===== config.mk =====
export PLATFORM = sky130hd
export DESIGN_NAME = fp_add_sub_param
export DESIGN_NICKNAME = d
export VERILOG_FILES = /design/src/rtl/fp_add_sub_param.sv
export SDC_FILE = /design/constraint.sdc
export NUM_CORES = 1
export LEC_CHECK = 0
export BUFFER_PORTS_ARGS = -buffer_cell sky130_fd_sc_hd__buf_4
export CAP_MARGIN = 40
export CORE_MARGIN = 2
export CORE_UTILIZATION = 55
export CTS_CLUSTER_SIZE = 24
export DETAILED_ROUTE_END_ITERATION = 8
export GPL_TIMING_DRIVEN = 0
export PLACE_DENSITY = 0.74
export SYNTH_ARGS = -nofsm -noshare
export SYNTH_HDL_FRONTEND = slang
export SYNTH_SLANG_ARGS = --single-unit

===== constraint.sdc =====
create_clock -name clk -period 3.37 [get_ports clk]
set_input_delay 0.1685 -clock clk [delete_from_list [all_inputs] [get_ports clk]]
set_output_delay 0.1685 -clock clk [all_outputs]
set_load 0.02 [all_outputs]

===== src/rtl/fp_add_sub_param.sv =====
// Multi-cycle floating-point adder/subtractor (flush-to-zero, sequential align/normalise).
// Define FPU_ROUND_EN for round-to-nearest-even; otherwise ROUND truncates.
module fp_add_sub_param #(
    parameter int EXP_W = 5,
    parameter int MAN_W = 10
) (
    input  logic                   clk,
    input  logic                   reset,
    input  logic                   start,
    input  logic                   addSub,
    input  logic [EXP_W+MAN_W:0]   X,
    input  logic [EXP_W+MAN_W:0]   Y,
    output logic                   busy,
    output logic                   done,
    output logic [EXP_W+MAN_W:0]   result,
    output logic [1:0]             OFUF
);
    localparam int W = 1 + EXP_W + MAN_W;
    localparam int M = MAN_W + 5;   // {carry, hidden, fraction, guard, round, sticky}
    localparam int E = EXP_W + 1;   // one bit of headroom so overflow never wraps
    localparam logic [E-1:0] EMAX     = {1'b0, {EXP_W{1'b1}}};
    localparam logic [E-1:0] FOLD_LIM = E'(MAN_W + 3);

    typedef enum logic [2:0] {IDLE, CHECK, ALIGN, ADD, NORM, ROUND} state_t;
    state_t state, state_nxt;

    logic [W-1:0]       xr, yr;
    logic               sub_r, sa, sb, zflag, uflag;
    logic [E-1:0]       ea, eb, diff;
    logic [M-1:0]       ma, mb, sum;
    logic [EXP_W-1:0]   x_exp, y_exp;
    logic [MAN_W-1:0]   x_frac, y_frac;
    logic               y_sign_eff, x_zero, y_zero, x_ge;
    logic               inc, rnd_carry, ovf, round_again;
    logic [MAN_W+1:0]   rnd;

    assign x_exp      = xr[W-2:MAN_W];
    assign y_exp      = yr[W-2:MAN_W];
    assign x_frac     = xr[MAN_W-1:0];
    assign y_frac     = yr[MAN_W-1:0];
    assign y_sign_eff = yr[W-1] ^ sub_r;
    assign x_zero     = (x_exp == '0);
    assign y_zero     = (y_exp == '0);
    assign x_ge       = (xr[W-2:0] >= yr[W-2:0]);
    assign diff       = ea - eb;
    assign sum        = (sa == sb) ? ma + mb : ma - mb;

`ifdef FPU_ROUND_EN
    assign inc = ma[2] & (ma[1] | ma[0] | ma[3]);
`else
    assign inc = 1'b0;
`endif
    assign rnd         = ma[M-1:3] + {{(MAN_W+1){1'b0}}, inc};
    assign rnd_carry   = rnd[MAN_W+1];
    assign ovf         = (ea >= EMAX);
    // A rounding carry costs one extra ROUND cycle, then overflow is rechecked.
    assign round_again = !zflag && !uflag && !ovf && rnd_carry;
    assign busy        = (state != IDLE);

    always_comb begin
        state_nxt = state;
        case (state)
            IDLE:  if (start) state_nxt = CHECK;
            CHECK: begin
                if (x_zero || y_zero)    state_nxt = IDLE;
                else if (x_exp == y_exp) state_nxt = ADD;
                else                     state_nxt = ALIGN;
            end
            ALIGN: if (diff > FOLD_LIM || diff == E'(1)) state_nxt = ADD;
            ADD:   state_nxt = (sum == '0) ? ROUND : NORM;
            NORM:  if (!ma[M-1] && (ma[M-2] || ea <= E'(1))) state_nxt = ROUND;
            ROUND: if (!round_again) state_nxt = IDLE;
            default: state_nxt = IDLE;
        endcase
    end

    always_ff @(posedge clk) begin
        if (!reset) state <= IDLE;
        else        state <= state_nxt;
    end

    // Datapath carries no reset; operands load only on an accepted start.
    always_ff @(posedge clk) begin
        case (state)
            IDLE: if (start && reset) begin
                xr    <= X;
                yr    <= Y;
                sub_r <= addSub;
            end
            CHECK: begin
                zflag <= 1'b0;
                uflag <= 1'b0;
                if (x_ge) begin
                    sa <= xr[W-1];    ea <= {1'b0, x_exp}; ma <= {2'b01, x_frac, 3'b000};
                    sb <= y_sign_eff; eb <= {1'b0, y_exp}; mb <= {2'b01, y_frac, 3'b000};
                end else begin
                    sa <= y_sign_eff; ea <= {1'b0, y_exp}; ma <= {2'b01, y_frac, 3'b000};
                    sb <= xr[W-1];    eb <= {1'b0, x_exp}; mb <= {2'b01, x_frac, 3'b000};
                end
            end
            ALIGN: begin
                if (diff > FOLD_LIM) begin
                    mb <= {{(M-1){1'b0}}, |mb};
                    eb <= ea;
                end else begin
                    mb <= {1'b0, mb[M-1:2], |mb[1:0]};
                    eb <= eb + E'(1);
                end
            end
            ADD: begin
                ma    <= sum;
                zflag <= (sum == '0);
            end
            NORM: begin
                if (ma[M-1]) begin
                    ma <= {1'b0, ma[M-1:2], |ma[1:0]};
                    ea <= ea + E'(1);
                end else if (!ma[M-2]) begin
                    if (ea <= E'(1)) begin
                        uflag <= 1'b1;
                    end else begin
                        ma <= {ma[M-2:0], 1'b0};
                        ea <= ea - E'(1);
                    end
                end
            end
            ROUND: if (round_again) begin
                ma <= {1'b0, rnd, 2'b00};
                ea <= ea + E'(1);
            end
            default: ;
        endcase
    end

    always_ff @(posedge clk) begin
        if (!reset) begin
            done   <= 1'b0;
            result <= '0;
            OFUF   <= 2'b00;
        end else begin
            done <= 1'b0;
            if (state == CHECK && (x_zero || y_zero)) begin
                done <= 1'b1;
                OFUF <= 2'b00;
                if (x_zero && y_zero) result <= '0;
                else if (x_zero)      result <= {y_sign_eff, yr[W-2:0]};
                else                  result <= xr;
            end
            if (state == ROUND && !round_again) begin
                done <= 1'b1;
                if (zflag) begin
                    result <= '0;
                    OFUF   <= 2'b00;
                end else if (uflag) begin
                    result <= {sa, {(W-1){1'b0}}};
                    OFUF   <= 2'b01;
                end else if (ovf) begin
                    result <= {sa, {EXP_W{1'b1}}, {MAN_W{1'b0}}};
                    OFUF   <= 2'b10;
                end else begin
                    result <= {sa, ea[EXP_W-1:0], rnd[MAN_W-1:0]};
                    OFUF   <= 2'b00;
                end
            end
        end
    end
endmodule


# Word-level counts from Yosys, hierarchy flattened
# Index checks and enable logic that the tools add are counted.
word_totals:
  wordCells: 129
  input_bits: 36
  output_inout_bits: 20
  romBits: 0
  latch_bits: 0
  reg_bits: 101
  mem_bits_rw: 0
  n_memories: 0
op_classes:
  muxes: 48
  bitwise: 1
  n_div: 0
  n_reduce_logical: 36
  eq_ne: 18
  addsub: 6
  multipliers: 0
  magnitude_cmp: 4
  shift: 0
ops:
  columns: ["op", "n"]
  rows:
  - ["$mux W16", 5]
  - ["$mux W15", 4]
  - ["$pmux W15 S4", 1]
  - ["$mux W14", 4]
  - ["$mux W6", 5]
  - ["$pmux W15 S2", 1]
  - ["$mux W13", 2]
  - ["$pmux W3 S6", 1]
  - ["$pmux W6 S3", 1]
  - ["$ne A2 B2 Y1 const B", 8]
  - ["$reduce_and A4 Y1", 4]
  - ["$add A15 B15 Y15", 1]
  - ["$ge A15 B15 Y1", 1]
  - ["$logic_not A15 Y1", 1]
  - ["$reduce_or A15 Y1", 1]
  - ["$sub A15 B15 Y15", 1]
  - ["$add A6 B1 Y6 const B", 2]
  - ["$mux W2", 6]
  - ["$mux W3", 4]
  - ["$pmux W6 S2", 1]
  - ["$logic_not A5 Y1", 2]
  - ["$mux W5", 2]
  - ["$mux W1", 9]
  - ["$logic_and A1 B1 Y1", 8]
  - ["other kinds (22)", 38]

# Logic depth before layout (Yosys ltp)
# Gate-level depths: netlist of the first run.
logic_depth:
  word_depth: 7
  depth_mapped: 14
  ltp_nobuf: 14

# Least setup slack after synthesis of the first run
# No wires, ideal clock.
synth_path:
  path_type: "reg-to-reg"
  from: "register sb"
  to: "register state[0]"
  path_buffers: 0
  required_ns: 3.295
  path_stages_with_launch: 13
  synth_period_minus_slack_ns: 3.068
  setup_time_ns: 0.075
  t_arrival_ns: 2.993
  setup_slack_ns: 0.302
  path_cell_list: "edfxtp_1 xnor2_1 a31o_2 a21oi_1 xor2_1 ha_1 a21o_1 or4_1 a32oi_1 nand4b_1 nor4_1 a41oi_1 o22ai_1"
synth_between:
  elab_chain_cells: 5
synth_rtl:
  columns: ["element", "line", "rtl"]
  rows:
  - ["start, declared", "28", "logic sub_r, sa, sb, zflag, uflag;"]
  - ["start signal, assigned", "95", "sb <= y_sign_eff; eb <= {1'b0, y_exp}; mb <= {2'b01, y_frac, 3'b000};"]
  - ["start signal, assigned", "98", "sb <= xr[W-1]; eb <= {1'b0, x_exp}; mb <= {2'b01, x_frac, 3'b000};"]
  - ["$eq A1 B1 Y1", "46", "assign sum = (sa == sb) ? ma + mb : ma - mb;"]
  - ["$mux W15", "46", null]
  - ["$logic_not A15 Y1", "70", "ADD: state_nxt = (sum == '0) ? ROUND : NORM;"]
  - ["$mux W1", "70", null]
  - ["$pmux W3 S6", "62", "case (state)"]
  - ["end signal, assigned", "79", "else state <= state_nxt;"]
  - ["end, declared", "25", "state_t state, state_nxt;"]
# No other way between the ends.
# A chain may end at the register's enable or synchronous reset.

# Worst setup path after layout of the first run
layout_path:
  from: "register sb"
  to: "register ma[12], data pin"
layout_between:
  elab_chain_cells: 3
layout_rtl:
  columns: ["element", "line", "rtl"]
  rows:
  - ["$eq A1 B1 Y1", "46", null]
  - ["$mux W15", "46", null]
  - ["$pmux W15 S4", "84", "case (state)"]
  - ["end signal, assigned", "94", "sa <= xr[W-1]; ea <= {1'b0, x_exp}; ma <= {2'b01, x_frac, 3'b000};"]
  - ["end signal, assigned", "97", "sa <= y_sign_eff; ea <= {1'b0, y_exp}; ma <= {2'b01, y_frac, 3'b000};"]
  - ["end signal, assigned", "111", "ma <= sum;"]
  - ["end, declared", "30", "logic [M-1:0] ma, mb, sum;"]
# No other way between the ends.

==> results.json, run 1 <==
{
  "status": "finished, final reports clean",
  "cts_made_buffers": 9,
  "peakVddDrop_mv": 0.380,
  "clock_skew_ps": 10.2,
  "grt_pass1_vias": 5700,
  "cap_violations": 0,
  "hold_path.class": "in -> reg",
  "crit_arrival_ps": 3460,
  "post-route-period-util_pct": 99.5,
  "setup_viol": 0,
  "startpoint": "sb",
  "fmax_ghz": 0.298,
  "max_slew_margin_pct": 50.5,
  "cts_max_path_buffers": 2,
  "gr-total-overflow": 0,
  "crit_type": "reg -> reg",
  "rr_startpoint": "sb",
  "pre_cts_slack_ps": -492,
  "reg2reg_depth": 13,
  "cp-start-kind": "flop",
  "synthFlopType": "edfxtp_1",
  "cts_tree": "done",
  "async_flop_share_pct": 0,
  "grtUsageMet3_pct": 4.96,
  "met1_usage_pct": 41.2,
  "syn_to_final_growth_pct": 24.4,
  "report.final.slew_viol_count": 0,
  "wirelength_mm": 19.6,
  "grt_pass1_wl_mm": 29.9,
  "n_antenna_cell": 0,
  "drive_gt1_share_pct": 19.9,
  "finalSetupTns_ps": 0,
  "r2r_end": "ma[12]",
  "ys_warn_count": 0,
  "die_x_um": 115,
  "synth_edf_count": 78,
  "nNetsFinal": 894,
  "grt_start_max_net_pins": 21,
  "synth_seq_cells": 100,
  "drt-vias-per-instance": 6.29,
  "crit_path_max_fanout": 5,
  "fillers": 865,
  "io-pin-count": 56,
  "num_vias": 6078,
  "gp_congestion": 0.970,
  "grt.busiest_layer": "met2",
  "ys_types": 79,
  "drc_errors": 0,
  "io_buffers": 55,
  "synthCells": 691,
  "power.density_mw_per_mm2": 719,
  "core_mm2": 0.0120,
  "clk_latency_ps": 350,
  "stdcell_area_mm2": 0.00840,
  "clkTransAtPathRegs_ps": 70,
  "p_leak_nw": 3.39,
  "ctsHtreeMaxLevel": 3,
  "first_pass_iters": 5,
  "synth_nets": 770,
  "grtUsageTotal_pct": 29.4,
  "syn_area_mm2": 0.00676,
  "place_area_mm2": 0.00739,
  "die_h_um": 115,
  "fin_crit_ps": 3350,
  "rows": 40,
  "dieArea_mm2": 0.0132,
  "antenna_left": 0,
  "place_hpwl_mm": 14.1,
  "start_util_pct": 56.2,
  "syn_avg_cell_area_um2": 9.78,
  "worst_slew_pin_slew_ps": 741,
  "layout_setup_ws_ps": 15.5,
  "cts_root_buf": "clkbuf_16",
  "antenna_found_initial": 0,
  "cts_sinks": 100,
  "rrSetupSlack_ps": 20,
  "yosysSeqAreaShare_pct": 41.2,
  "use_met2_pct": 48.1,
  "rsz0062_at_grt": "yes",
  "cp_data_required_time_ps": 3470,
  "drt_iter0_markers": 651,
  "endpoint": "ma[12]",
  "wl_per_cell_um": 20.2,
  "hold_viol": 0,
  "cp-end-kind": "flop"
}
[critical path, cell delays in order, from the launching register on]
cell	delay (ps)
edfxtp_1	380
buf_6	150
xnor2_4	270
buf_6	170
a21oi_1	50
xor2_1	150
ha_1	310
a21o_1	180
a21o_1	230
o2111a_2	320
a311oi_2	310
xnor2_2	130
buf_4	150
a221o_1	300
[worst min path at each step]
stage                       from  endpoint  slack (ps)  cells after the start
final                       X[0]     xr[0]           7                      1
after global placement     X[14]    xr[14]         350                      1
after global routing        X[0]     xr[0]           2                      1
after CTS                   Y[5]     yr[5]         0.6                      1
after floorplan           addSub     sub_r         270                      0
after detailed placement   X[14]    xr[14]         350                      1
[state kept, by name (all words and copies together) (netlist names)]
signal / cells
ma: 15
zflag: 1
OFUF: 2
sub_r: 1
xr: 16
uflag: 1
sa: 1
ea: 6
result: 16
state: 3
sb: 1
done: 1
yr: 16
mb: 14
eb: 6
[cell usage in the layout (no fill, tap or decap), types with 4 or more instances in the layout]
cell type	count
a22oi_1	4
a21oi_1	56
o22a_1	4
clkbuf_1	17
nand2b_1	9
a221oi_1	13
nand3_1	15
o21ai_1	7
buf_6	6
nor4_2	4
nor2b_1	17
buf_4	77
a211oi_1	4
buf_2	8
xnor2_1	12
a22o_1	5
dfxtp_1	22
o21a_1	6
o21ai_0	28
ha_1	35
edfxtp_1	78
xor2_1	16
nor3_1	11
xnor2_2	4
and2_1	9
inv_1	31
nor2_1	51
nand2_1	56
dlygate4sd3_1	32
ha_2	6
clkbuf_16	9
a21o_1	10
mux2i_1	38
o22ai_1	13
nand4_1	4
a221o_1	5
[per-stage QoR]
step | util, % | power (mW) | hold WS (ps) | std cells
after floorplan | - | 3.72 | 267 | 691
after global placement | 61.2 | 4.33 | 346 | 893
after detailed placement | 61.6 | 4.41 | 348 | 896
after CTS | 68.2 | 5.72 | 0.617 | 952
after global routing | 70.0 | 6.38 | 1.52 | 967
final | 70.0 | 6.04 | 7.46 | 967
[cell families after synthesis]
logic type,after synthesis,synth area share (%)
AOI/OAI and AO/OA,203,20.4
xor gates and xnor gates,35,4.76
muxes,42,6.30
adders and majority gates,43,8.19
DFF,100,41.2
and+or+nand+nor,205,15.2
buffers and inverters,63,4.02
[per-layer routing]
metal / routed length, um / vias to the layer above
met3: 1710 / 45
met5: 0 / -
met4: 408 / 0
met1: 8250 / 2870
met2: 9210 / 320
li1: - / 2843
[cells in the mapped netlist, types with 12 or more instances]
cell type | number | area (um2)
clkbuf_1 | 17 | 63.8
mux2i_1 | 38 | 380
dfxtp_1 | 22 | 440
o22ai_1 | 14 | 87.6
a221oi_1 | 14 | 123
xnor2_1 | 16 | 140
a21oi_1 | 59 | 295
nand3_1 | 15 | 75.1
nand2_1 | 57 | 214
nor2b_1 | 17 | 106
o21ai_0 | 31 | 155
nor3_1 | 12 | 60.1
edfxtp_1 | 78 | 2340
xor2_1 | 17 | 149
inv_1 | 31 | 116
nor2_1 | 52 | 195
ha_1 | 41 | 513
[layout make-up]
| cell class | instances | area, um2 | share of cell area [%] |
|---|---|---|---|
| Multi-Input combinational cell | 528 | 3920 | 46.6 |
| Inverter | 33 | 124 | 1.47 |
| Sequential cell | 100 | 2780 | 33.1 |
| Buffer | 30 | 148 | 1.76 |
| Tap cell | 147 | 184 | 2.19 |
| Timing Repair Buffer | 113 | 956 | 11.4 |
| Clock buffer | 9 | 225 | 2.68 |
| Clock inverter | 7 | 66.3 | 0.789 |
[what timing repair did]
action,in CTS,in global routing
pin swaps,13,19
buffers inserted,12,11
resized for setup,22,21
hold buffers,28,4
hold endpoints to repair,28,4
endpoints found under the setup margin,8,7
[power by group]
group | total [mW] | internal (mW) | switching [mW]
Clock | 1.05 | 0.574 | 0.472
Combinational | 3.18 | 1.39 | 1.79
Sequential | 1.82 | 1.58 | 0.233
(Power assumes the default switching activity.)
==> run 2, diff against run 1 <==
--- a/config.mk
+++ b/config.mk
@@ -7,12 +7,14 @@
 export LEC_CHECK = 0
 export BUFFER_PORTS_ARGS = -buffer_cell sky130_fd_sc_hd__buf_4
 export CAP_MARGIN = 40
+export CELL_PAD_IN_SITES_DETAIL_PLACEMENT = 1
+export CELL_PAD_IN_SITES_GLOBAL_PLACEMENT = 1
 export CORE_MARGIN = 2
-export CORE_UTILIZATION = 55
+export CORE_UTILIZATION = 48
 export CTS_CLUSTER_SIZE = 24
 export DETAILED_ROUTE_END_ITERATION = 8
 export GPL_TIMING_DRIVEN = 0
-export PLACE_DENSITY = 0.74
+export PLACE_DENSITY_LB_ADDON = 0.1
 export SYNTH_ARGS = -nofsm -noshare
 export SYNTH_HDL_FRONTEND = slang
 export SYNTH_SLANG_ARGS = --single-unit
==> run 2 against run 1 <==
The flow now finishes with violations (setup timing); first-iteration DRC count decreased by 23%; final cell count increased by 4.1%; clock skew barely moved; setup slack worse by 150 ps.
==> results.json, run 2 (synthesis gave the netlist of run 1 again) <==
{
  "cts_max_path_buffers": 2,
  "startpoint": "sb",
  "peakVddDrop_mv": 0.350,
  "start_util_pct": 48.9,
  "max_stage_delay_ps": 420,
  "whs_ps": 105,
  "nNetsFinal": 901,
  "crit_cells": 15,
  "antenna_found_initial": 0,
  "cts_sinks": 100,
  "crit_path_max_fanout": 4,
  "layout.cells.most_common": "buf_4",
  "io-pin-count": 56,
  "n_antenna_cell": 0,
  "reg2reg_depth": 15,
  "layout_setup_ws_ps": -135,
  "rows": 43,
  "num_vias": 6504,
  "cts_root_buf": "clkbuf_16",
  "fmax_ghz": 0.285,
  "p_leak_nw": 3.45,
  "gp_congestion": 0.983,
  "die_x_um": 123,
  "clk_latency_ps": 360,
  "die_h_um": 123,
  "crit_type": "reg -> reg",
  "syn_to_final_growth_pct": 27.5,
  "r2r_end": "state[0]",
  "clkTransAtPathRegs_ps": 80,
  "cp_slowest_cell": "edfxtp_1",
  "endpoint": "state[0]",
  "grt_pass1_vias": 6550,
  "post-route-period-util_pct": 104,
  "top_regs": "result x16, xr x16, yr x16",
  "wirelength_mm": 25.2,
  "final_cell_mix": "buf_4, edfxtp_1, nand2_1",
  "first_pass_iters": 5,
  "grt_start_max_net_pins": 21,
  "fin_total_pwr_mw": 6.43,
  "swShare_pct": 43.2,
  "place_hpwl_mm": 16.3,
  "path_delay_family": "compound AO/OA/AOI/OAI gates",
  "cts_tree": "done",
  "io_buffers": 55,
  "p_int_mw": 3.66,
  "cts_made_buffers": 9,
  "setup_viol": 5,
  "gr-total-overflow": 0,
  "clock_skew_ps": 9.72,
  "wl_per_cell_um": 25.1,
  "ctsHtreeMaxLevel": 3,
  "rsz0062_at_grt": "yes",
  "p_seq_share_pct": 28.5,
  "finalSetupTns_ps": -358,
  "comb_power_share_pct": 54.6,
  "cp.buffers_inverters": 2,
  "core_mm2": 0.0138,
  "power.density_mw_per_mm2": 747,
  "antenna_left": 0,
  "hold_path.class": "in -> reg",
  "grt_pass1_wl_mm": 36.9,
  "p_switching_mw": 2.78,
  "crit_arrival_ps": 3790,
  "status": "finished, violations left",
  "p_clk_share_pct": 16.9,
  "drt_iter0_markers": 502,
  "cp_data_required_time_ps": 3660,
  "cp-end-kind": "flop",
  "report.final.slew_viol_count": 0,
  "rr_startpoint": "sb",
  "drive_gt1_share_pct": 21.5,
  "dieArea_mm2": 0.0150,
  "worst_slew_pin_slew_ps": 790,
  "fin_crit_ps": 3500,
  "rrSetupSlack_ps": -130,
  "cap_violations": 0,
  "drt-vias-per-instance": 6.46,
  "path_cells": "buf_6, xnor2_4, a31o_4, buf_4, nand2_1, xor2_2, ha_1, a21oi_1, o21ai_0, nand3b_1, o21ai_2, xor2_1, nor4_2, a41oi_2, o22ai_1",
  "violations": "setup timing",
  "drc_errors": 0,
  "cp-start-kind": "flop",
  "fillers": 1479,
  "hold_viol": 0,
  "grtUsageTotal_pct": 32.7,
  "max_slew_margin_pct": 47.3
}
run 2: cell types whose count changed in the layout (fill, tap and decap cells not counted), moves of 2 or more:
cell      change
buf_4         +7
ha_4          +4
a21oi_1       -2
clkbuf_1      +2
clkinv_2      -2
ha_1          -2
ha_2          -2
o21ai_0       -2
o21ai_1       +2
run 2: stage by stage:
step	cells	instance area, um2	utilization (%)	setup slack (ps)
floorplan	691	6760	-	302
global placement	926	7390	53.5	-448
detailed placement	929	7440	53.8	-525
CTS	991	8250	59.6	-96.0
global route	1007	8620	62.3	-327
finish	1007	8620	62.3	-135
run 2: worst min-delay path, stage by stage:
cell	delay, ps
buf_4	140
nand2_1	60
a311oi_1	50
run 2: power by group through the flow:
stage	Sequential, mW	Combinational (mW)	Clock (mW)
2_1_floorplan	1.75	1.97	0
6_report	1.83	3.51	1.09
3_5_place_dp	1.83	2.66	0
5_1_grt	1.85	3.74	1.13
3_3_place_gp	1.83	2.51	0
4_1_cts	1.80	2.92	1.08
run 2: routing by layer:
metal	GRT usage (%)	wire length (um)
met3	4.83	1710
met5	0	0
met2	54.9	12400
met1	42.3	10100
met4	13.1	994
run 2: timing repair:
item | in CTS | in global routing
resized for setup | 18 | 44
hold endpoints to repair | 33 | 0
buffers inserted | 13 | 16
endpoints found under the setup margin | 9 | 13
pin swaps | 14 | 27
hold buffers | 33 | 0
run 2: worst min-delay path by stage:
stage                      start        end  slack, ps  cells past startpoint
after floorplan           addSub      sub_r        270                      0
after global placement      Y[7]      yr[7]        350                      1
after detailed placement    X[2]      xr[2]        350                      1
after CTS                  reset  result[5]        100                      3
after global routing       reset    OFUF[1]        130                      2
final                      reset  result[5]        110                      3
run 2: cell type report:
cell class              instances  area (um2)  area share [%]
multi-input cells             528        4020            46.7
plain buffers                  30         150            1.74
well taps                     180         225            2.61
clock buffers                  11         233            2.70
flip-flops and latches        100        2780            32.3
clock inverters                 5        60.1           0.697
repair buffers                120        1020            11.8
inverters                      33         124            1.44
